File: config.mk
export PLATFORM = sky130hd
export DESIGN_NAME = prefix_sum_stage_flat
export DESIGN_NICKNAME = d
export VERILOG_FILES = /design/src/rtl/prefix_sum_stage_if.sv /design/src/rtl/prefix_sum_stage.sv /design/src/flat_wrapper.sv
export SDC_FILE = /design/constraint.sdc
export NUM_CORES = 1
export LEC_CHECK = 0
export ABC_AREA = 1
export CAP_MARGIN = 5
export CORE_MARGIN = 4
export CORE_UTILIZATION = 46
export CTS_BUF_LIST = sky130_fd_sc_hd__clkbuf_4 sky130_fd_sc_hd__clkbuf_8
export DETAILED_ROUTE_END_ITERATION = 16
export PLACE_DENSITY = 0.84
export SYNTH_ARGS = -nofsm -noshare
export SYNTH_HDL_FRONTEND = slang
export SYNTH_SLANG_ARGS = --single-unit
File: constraint.sdc
create_clock -name clk -period 1.6 [get_ports clk]
set_input_delay 0.32 -clock clk [delete_from_list [all_inputs] [get_ports clk]]
set_output_delay 0.32 -clock clk [all_outputs]
set_load 0.01 [all_outputs]
File: src/rtl/prefix_sum_stage_if.sv
// Handshake bundle between the carry tree, the sum stage and its consumer.
// Upstream: in_valid/in_ready, p_in, g_grp, cin. Downstream: out_valid/out_ready, sum, cout, ovf, zero.
interface prefix_sum_stage_if #(
    parameter int WIDTH = 16
);
    logic             in_valid;
    logic             in_ready;
    logic [WIDTH-1:0] p_in;
    logic [WIDTH-1:0] g_grp;
    logic             cin;
    logic             out_valid;
    logic             out_ready;
    logic [WIDTH-1:0] sum;
    logic             cout;
    logic             ovf;
    logic             zero;

    modport slave (
        input  in_valid, p_in, g_grp, cin, out_ready,
        output in_ready, out_valid, sum, cout, ovf, zero
    );

    modport master (
        output in_valid, p_in, g_grp, cin, out_ready,
        input  in_ready, out_valid, sum, cout, ovf, zero
    );
endinterface

File: src/rtl/prefix_sum_stage.sv
// Post-tree sum/flag stage with a 2-entry output FIFO behind valid/ready.
// Ports: clk, rst_n (sync, active-low), bus (slave side), result_cnt (pops since reset).
module prefix_sum_stage #(
    parameter int WIDTH = 16,
    parameter int CNT_W = 16
) (
    input  logic             clk,
    input  logic             rst_n,
    prefix_sum_stage_if.slave bus,
    output logic [CNT_W-1:0] result_cnt
);

    typedef enum logic [1:0] {
        EMPTY = 2'd0,
        ONE   = 2'd1,
        FULL  = 2'd2
    } state_e;

    typedef struct packed {
        logic [WIDTH-1:0] sum;
        logic             cout;
        logic             ovf;
        logic             zero;
    } entry_t;

    state_e           state_q, state_d;
    entry_t           head_q, head_d;
    entry_t           tail_q, tail_d;
    entry_t           new_e;
    logic [CNT_W-1:0] cnt_q, cnt_d;
    logic [WIDTH-1:0] carry;
    logic             push;
    logic             pop;

    // Carry into bit i is the group generate of bits below it.
    always_comb begin
        carry      = {bus.g_grp[WIDTH-2:0], bus.cin};
        new_e.sum  = bus.p_in ^ carry;
        new_e.cout = bus.g_grp[WIDTH-1];
        new_e.ovf  = bus.g_grp[WIDTH-1] ^ bus.g_grp[WIDTH-2];
        new_e.zero = ~|(bus.p_in ^ carry);
    end

    assign bus.in_ready  = rst_n & (state_q != FULL);
    assign bus.out_valid = (state_q != EMPTY);
    assign push          = bus.in_valid & bus.in_ready;
    assign pop           = bus.out_valid & bus.out_ready;

    always_comb begin
        state_d = state_q;
        head_d  = head_q;
        tail_d  = tail_q;
        cnt_d   = cnt_q + {{(CNT_W-1){1'b0}}, pop};
        unique case (state_q)
            EMPTY: begin
                if (push) begin
                    head_d  = new_e;
                    state_d = ONE;
                end
            end
            ONE: begin
                if (push && pop) begin
                    head_d = new_e;
                end else if (push) begin
                    tail_d  = new_e;
                    state_d = FULL;
                end else if (pop) begin
                    state_d = EMPTY;
                end
            end
            FULL: begin
                if (pop) begin
                    head_d  = tail_q;
                    state_d = ONE;
                end
            end
            default: state_d = EMPTY;
        endcase
    end

    always_ff @(posedge clk) begin
        if (!rst_n) begin
            state_q <= EMPTY;
            head_q  <= '0;
            tail_q  <= '0;
            cnt_q   <= '0;
        end else begin
            state_q <= state_d;
            head_q  <= head_d;
            tail_q  <= tail_d;
            cnt_q   <= cnt_d;
        end
    end

    // Head contents may be stale once drained, so gate with valid.
    assign bus.sum    = head_q.sum & {WIDTH{bus.out_valid}};
    assign bus.cout   = head_q.cout & bus.out_valid;
    assign bus.ovf    = head_q.ovf & bus.out_valid;
    assign bus.zero   = head_q.zero & bus.out_valid;
    assign result_cnt = cnt_q;

endmodule

File: src/flat_wrapper.sv
// flat-port wrapper written by rule: the top's interface ports become plain ports
module prefix_sum_stage_flat 
#(
    parameter int WIDTH = 16,
    parameter int CNT_W = 16
)
  (clk, rst_n, result_cnt, bus_in_valid, bus_p_in, bus_g_grp, bus_cin, bus_out_ready, bus_in_ready, bus_out_valid, bus_sum, bus_cout, bus_ovf, bus_zero);
  prefix_sum_stage_if #(.WIDTH(WIDTH)) bus_i ();
  input  logic clk;
  input  logic rst_n;
  output logic [CNT_W-1:0] result_cnt;
  input wire logic [$bits(bus_i.in_valid)-1:0] bus_in_valid;
  input wire logic [$bits(bus_i.p_in)-1:0] bus_p_in;
  input wire logic [$bits(bus_i.g_grp)-1:0] bus_g_grp;
  input wire logic [$bits(bus_i.cin)-1:0] bus_cin;
  input wire logic [$bits(bus_i.out_ready)-1:0] bus_out_ready;
  output wire logic [$bits(bus_i.in_ready)-1:0] bus_in_ready;
  output wire logic [$bits(bus_i.out_valid)-1:0] bus_out_valid;
  output wire logic [$bits(bus_i.sum)-1:0] bus_sum;
  output wire logic [$bits(bus_i.cout)-1:0] bus_cout;
  output wire logic [$bits(bus_i.ovf)-1:0] bus_ovf;
  output wire logic [$bits(bus_i.zero)-1:0] bus_zero;
  assign bus_i.in_valid = bus_in_valid;
  assign bus_i.p_in = bus_p_in;
  assign bus_i.g_grp = bus_g_grp;
  assign bus_i.cin = bus_cin;
  assign bus_i.out_ready = bus_out_ready;
  assign bus_in_ready = bus_i.in_ready;
  assign bus_out_valid = bus_i.out_valid;
  assign bus_sum = bus_i.sum;
  assign bus_cout = bus_i.cout;
  assign bus_ovf = bus_i.ovf;
  assign bus_zero = bus_i.zero;
  prefix_sum_stage #(.WIDTH(WIDTH), .CNT_W(CNT_W)) u_core (.clk(clk), .rst_n(rst_n), .bus(bus_i), .result_cnt(result_cnt));
endmodule
### Word-level counts from Yosys, hierarchy flattened

Index checks and enable logic that the tools add are counted.

* flip-flop bits (word level): 56
* input port bits: 37
* output and inout bits: 37
* logic and storage cells: 48

* add/subtract/negate cells: 1
* equality and inequality tests: 8
* muxes and demuxes: 10
* bitwise gates (word level): 10
* reductions and logical operators: 9

Operators with widths (number)
* 19-bit two-way mux: 3
* 19-bit one-hot mux with 3 select lines: 1
* 16-bit by 1-bit adder with 16-bit output: 1
* 16-bit bitwise AND: 1
* 16-bit OR reduction: 1
* 16-bit bitwise XOR: 1
* 2-bit two-way mux: 5
* 4-bit AND reduction: 2
* 1-bit bitwise AND: 6
* 2-bit by 1-bit inequality test with 1-bit output (second input constant): 3
* 2-bit one-hot mux with 3 select lines: 1
* 2-bit inequality test (second input constant): 2
* 3-bit by 1-bit inequality test with 1-bit output (second input constant): 1
* 3-bit AND reduction: 1
* 3-bit nonzero test: 1
* 2-bit by 1-bit equality test with 1-bit output (second input constant): 1
* 2-bit equality test (second input constant): 1
* 2-bit logical NOT: 1
* 2-bit nonzero test: 1
* 1-bit logical AND: 1
* 1-bit logical NOT: 1
* 1-bit inverter: 1
* 1-bit bitwise XOR: 1

### Depth between registers and ports, before layout

* word-level depth: 6
* gate-level depth with buffers: 11
* depth with buffers taken out: 11

### Least setup slack after synthesis

Ideal clock, no wire load.

* path type: reg2reg
* from: register u_core.state_q[1]
* to: register u_core.cnt_q[14] (netlist: u_core.result_cnt[14])
* arrival: 1.433 ns
* data required time: 1.483 ns
* slack: 0.050 ns
* cell stages (with the launch flop): 11
* buffers on the path: 0
* cell sequence: dfxtp_1 -> nor2_2 -> nor2_4 -> inv_1 -> nor2_1 -> ha_1 -> nand2_1 -> nor2_1 -> nand4_1 -> nor3_1 -> nor2_1

* longest elaborated chain between the ends: 3

Ends and longest elaborated chain
* start, declared: line prefix_sum_stage.sv:26 `state_e state_q, state_d;`
* start signal, assigned: line prefix_sum_stage.sv:88 `state_q <= state_d;`
* 2-bit nonzero test: line prefix_sum_stage.sv:45 `assign bus.out_valid = (state_q != EMPTY);`
* 1-bit bitwise AND: line prefix_sum_stage.sv:47 `assign pop = bus.out_valid & bus.out_ready;`
* 16-bit by 1-bit adder with 16-bit output: line prefix_sum_stage.sv:53 `cnt_d = cnt_q + {{(CNT_W-1){1'b0}}, pop};`
* end signal, assigned: line prefix_sum_stage.sv:91 `cnt_q <= cnt_d;`
* end, declared: line prefix_sum_stage.sv:30 `logic [CNT_W-1:0] cnt_q, cnt_d;`

No other way between the ends.
A chain may end at the register's enable or synchronous reset.

### Worst setup path in the final report

* from: register u_core.state_q[1]
* to: output port bus_sum[0]

* longest elaborated chain between the ends: 2

Ends and longest elaborated chain
* 2-bit nonzero test: line prefix_sum_stage.sv:45
* 16-bit bitwise AND: line prefix_sum_stage.sv:96 `assign bus.sum = head_q.sum & {WIDTH{bus.out_valid}};`
* end, declared: line flat_wrapper.sv:19 `output wire logic [$bits(bus_i.sum)-1:0] bus_sum;`

No other way between the ends.

==> results.sh <==
export IMPL_final_setup_viol_count=6
export IMPL_final_hold_viol_count=0
export IMPL_grtUsageTotal_pct=20.4
export IMPL_antenna_found_initial=0
export IMPL_end_kind="primary output"
export IMPL_wl_per_cell_um=12.7
export IMPL_crit_chain="buf_4 > nor2_4 > buf_12 > buf_8 > nor2_2 > buf_2"
export IMPL_critPathMaxFanout=7
export IMPL_post_dp_hpwl_um=5380
export IMPL_met3_length_um=612
export IMPL_register_area_mm2=0.00114
export IMPL_ir_drop_mv=0.417
export IMPL_cts_tree="done"
export IMPL_clkTransAtPathRegs_ns=0.10
export IMPL_ant_nets=0
export IMPL_violations="setup timing"
export IMPL_highest_layer="met4"
export IMPL_crit_family="buffers and inverters"
export IMPL_r2r_slack_ns=-0.04
export IMPL_dieHeight_um=87.0
export IMPL_fin_setup_tns_ns=-0.399
export IMPL_hold_class="flip-flop to flip-flop"
export IMPL_yosys_register_bits=56
export IMPL_power_mw=2.93
export IMPL_num_nets_final=572
export IMPL_syn_area_per_cell_um2=6.75
export IMPL_maxSlewHeadroom_pct=71.0
export IMPL_crit_arrival_ns=1.36
export IMPL_syn_inst=425
export IMPL_finalWorstSetupSlack_ns=-0.0767
export IMPL_period_needed_ns=1.68
export IMPL_yosys_area_top_type="dfxtp_1"
export IMPL_vias_per_cell=4.97
export IMPL_critPathSlowestCell="dfxtp_4"
export IMPL_slowest_delay_ns=0.38
export IMPL_dr_pass1_iters=7
export IMPL_routed_wirelength_um=7720
export IMPL_dpl_cell_area_mm2=0.00385
export IMPL_start_kind="flip-flop"
export IMPL_critPathKind="flip-flop to primary output"
export IMPL_wl_met2_um=3900
export IMPL_critPathBufInv=4
export IMPL_dieArea_mm2=0.00757
export IMPL_h_tree_depth=2
export IMPL_fmax_ghz=0.596
export IMPL_rr_startpoint="u_core.state_q[0]"
export IMPL_drt_iter0_markers=200
export IMPL_finalCritPeriodShare_pct=105
export IMPL_cts_buffer_depth=2
export IMPL_finalInstanceArea_mm2=0.00411
export IMPL_fp_dieW_um=87.0
export IMPL_syn_to_final_growth_pct=43.0
export IMPL_synth_top_cell_area_share_pct=39.1
export IMPL_dp_cells=590
export IMPL_worstSetupStartpoint="u_core.state_q[1]"
export IMPL_synthTopCellsByArea="dfxtp_1, nand2_1, inv_1"
export IMPL_rr_worst_depth=12
export IMPL_multiInputGateArea_mm2=0.00143
export IMPL_num_rows=28
export IMPL_yosysSeqAreaShare_pct=39.1
export IMPL_p_leak_nw=1.95
export IMPL_n_fill_cell=492
export IMPL_clock_latency_ns=0.31
export IMPL_netlist_area_mm2=0.00287
export IMPL_io_buffers=73
export IMPL_antenna_cells=0
export IMPL_vias=3027
export IMPL_synth_warning_count=0
export IMPL_grt_pass1_wl_um=12500
export IMPL_cap_violations=0
export IMPL_fin_skew_ns=0.00783
export IMPL_synth_fp_nets=464
export IMPL_grt_max_degree=32
export IMPL_crit_cells=6
export IMPL_grt_setup_unrepaired="yes"
export IMPL_crit_end="bus_sum[0]"
export IMPL_worst_slew_pin_transition_ns=0.431
export IMPL_drc=0
export IMPL_core_mm2=0.00599
export IMPL_utilization_pct=68.5
export IMPL_fin_cells=609
export IMPL_yosysUniqueCellTypes=31
export IMPL_cts_sinks=56
export IMPL_drive_gt1_share_pct=24.0
export IMPL_grt_pass1_vias=2840
export IMPL_ctsHoldBuffers=0
export IMPL_cts_root_buf="clkbuf_8"
export IMPL_slew_violations=0
export IMPL_wl_met1_um=3020
export IMPL_cts_buffers=5
export IMPL_grt_ovfl_total=0
export IMPL_ioPinCount=74
export IMPL_required_ns=1.28
export IMPL_power_density_mw_per_mm2=714
export IMPL_status="complete, but fails checks"
export IMPL_start_util_pct=47.9
export IMPL_gp_congestion=0.810
export IMPL_r2r_end="u_core.result_cnt[14]"
[layer usage]
| layer | vias to the layer above | global-route usage, % |
|---|---|---|
| met2 | 122 | 36.6 |
| met4 | 0 | 6.80 |
| li1 | 1533 | - |
| met1 | 1352 | 24.0 |
| met5 | - | 0 |
| met3 | 20 | 4.26 |
[Yosys cell counts]
| cell | number |
|---|---|
| nand3_2 | 3 |
| nor3b_2 | 1 |
| a22o_1 | 2 |
| buf_2 | 6 |
| o21ai_1 | 13 |
| nand2_4 | 3 |
| nand2_1 | 89 |
| clkbuf_1 | 2 |
| a22oi_4 | 1 |
| inv_2 | 5 |
| nor3_1 | 5 |
| a211oi_1 | 1 |
| a21oi_1 | 25 |
| buf_6 | 5 |
| xor2_1 | 2 |
| a21oi_2 | 1 |
| inv_1 | 75 |
| o21ai_0 | 34 |
| a31oi_1 | 4 |
| dfxtp_1 | 56 |
| nor2_1 | 65 |
| xnor2_1 | 1 |
| o21ai_2 | 10 |
| nor2_4 | 2 |
| nand2_2 | 1 |
| nand4_1 | 4 |
| o21a_1 | 1 |
| nand3_1 | 4 |
| nor2_2 | 1 |
| ha_1 | 2 |
| inv_6 | 1 |
[final cells by class]
type | count | area share, %
multi-input combinational | 276 | 34.8
sequential | 56 | 27.9
timing repair buffer | 113 | 24.7
inverter | 81 | 7.59
tap | 75 | 2.29
clock buffer | 5 | 1.68
clock inverter | 3 | 1.04
[worst register-to-register path: cells and delay by family, from the launching register on]
kind,cells,cell delay [ns]
AO/OA/AOI/OAI,1,0.06
buffers and inverters,2,0.16
flip-flops,1,0.39
AND/OR/NAND/NOR,8,0.78
adder cells (fa/ha/maj),1,0.20
[how the worst min path moves through the flow]
stage / start / end / slack, ns / cells past startpoint
floorplan: u_core.tail_q[18] / u_core.tail_q[18] / 0.43 / 2
global placement: u_core.tail_q[3] / u_core.tail_q[3] / 0.44 / 2
detailed placement: u_core.head_q[7] / u_core.head_q[7] / 0.45 / 2
CTS: u_core.head_q[11] / u_core.head_q[11] / 0.46 / 2
global route: u_core.tail_q[11] / u_core.tail_q[11] / 0.49 / 2
finish: u_core.head_q[18] / u_core.head_q[18] / 0.47 / 2
[power by group]
part	internal (mW)	switching, mW	total [mW]	leakage (nW)
clock	0.464	0.477	0.941	0.0541
combinational	0.254	0.276	0.529	1.43
sequential	1.44	0.0192	1.46	0.463
total	2.16	0.771	2.93	1.95
[sequential cells by signal, summed over array words and instances, names as in the netlist]
register / count
u_core.head_q: 19
u_core.tail_q: 19
u_core.result_cnt: 16
u_core.state_q: 2
[per-stage QoR]
step	hold slack, ns	setup WS (ns)
after floorplan	0.429	0.0497
after global placement	0.440	-0.366
after detailed placement	0.450	-0.422
after CTS	0.463	-0.0592
after global routing	0.490	-0.128
final	0.465	-0.0767
[placed cells by master (no fill, tap or decap), types with 6 or more instances in the layout]
cell	synthesis	routed
nand2_1	89	87
inv_2	5	7
o21ai_1	13	20
nor2_4	2	6
dfxtp_1	56	43
dlymetal6s2s_1	0	6
buf_4	0	32
o21ai_2	10	10
nor2_1	65	57
nor2_2	1	6
clkdlybuf4s50_1	0	46
a21oi_1	25	24
dfxtp_2	0	10
clkbuf_2	0	13
inv_1	75	72
o21ai_0	34	27
[cells by family (layout without fill, tap and decap cells)]
family | count (synthesis) | after routing | share of synthesized area (%)
and+or+nand+nor | 178 | 179 | 26.5
DFF | 56 | 56 | 39.1
adders and majority gates | 2 | 2 | 0.872
buffers and inverters | 94 | 202 | 14.0
AOI/OAI and AO/OA | 92 | 92 | 18.7
xor gates and xnor gates | 3 | 3 | 0.916
[repair_timing]
item	4_1_cts	5_1_grt
gates cloned	1	0
gates resized for setup	68	57
setup buffers	3	7
hold endpoints to repair	0	0
pin swaps	1	6
setup endpoints to repair	41	53
(Power assumes the default switching activity.)
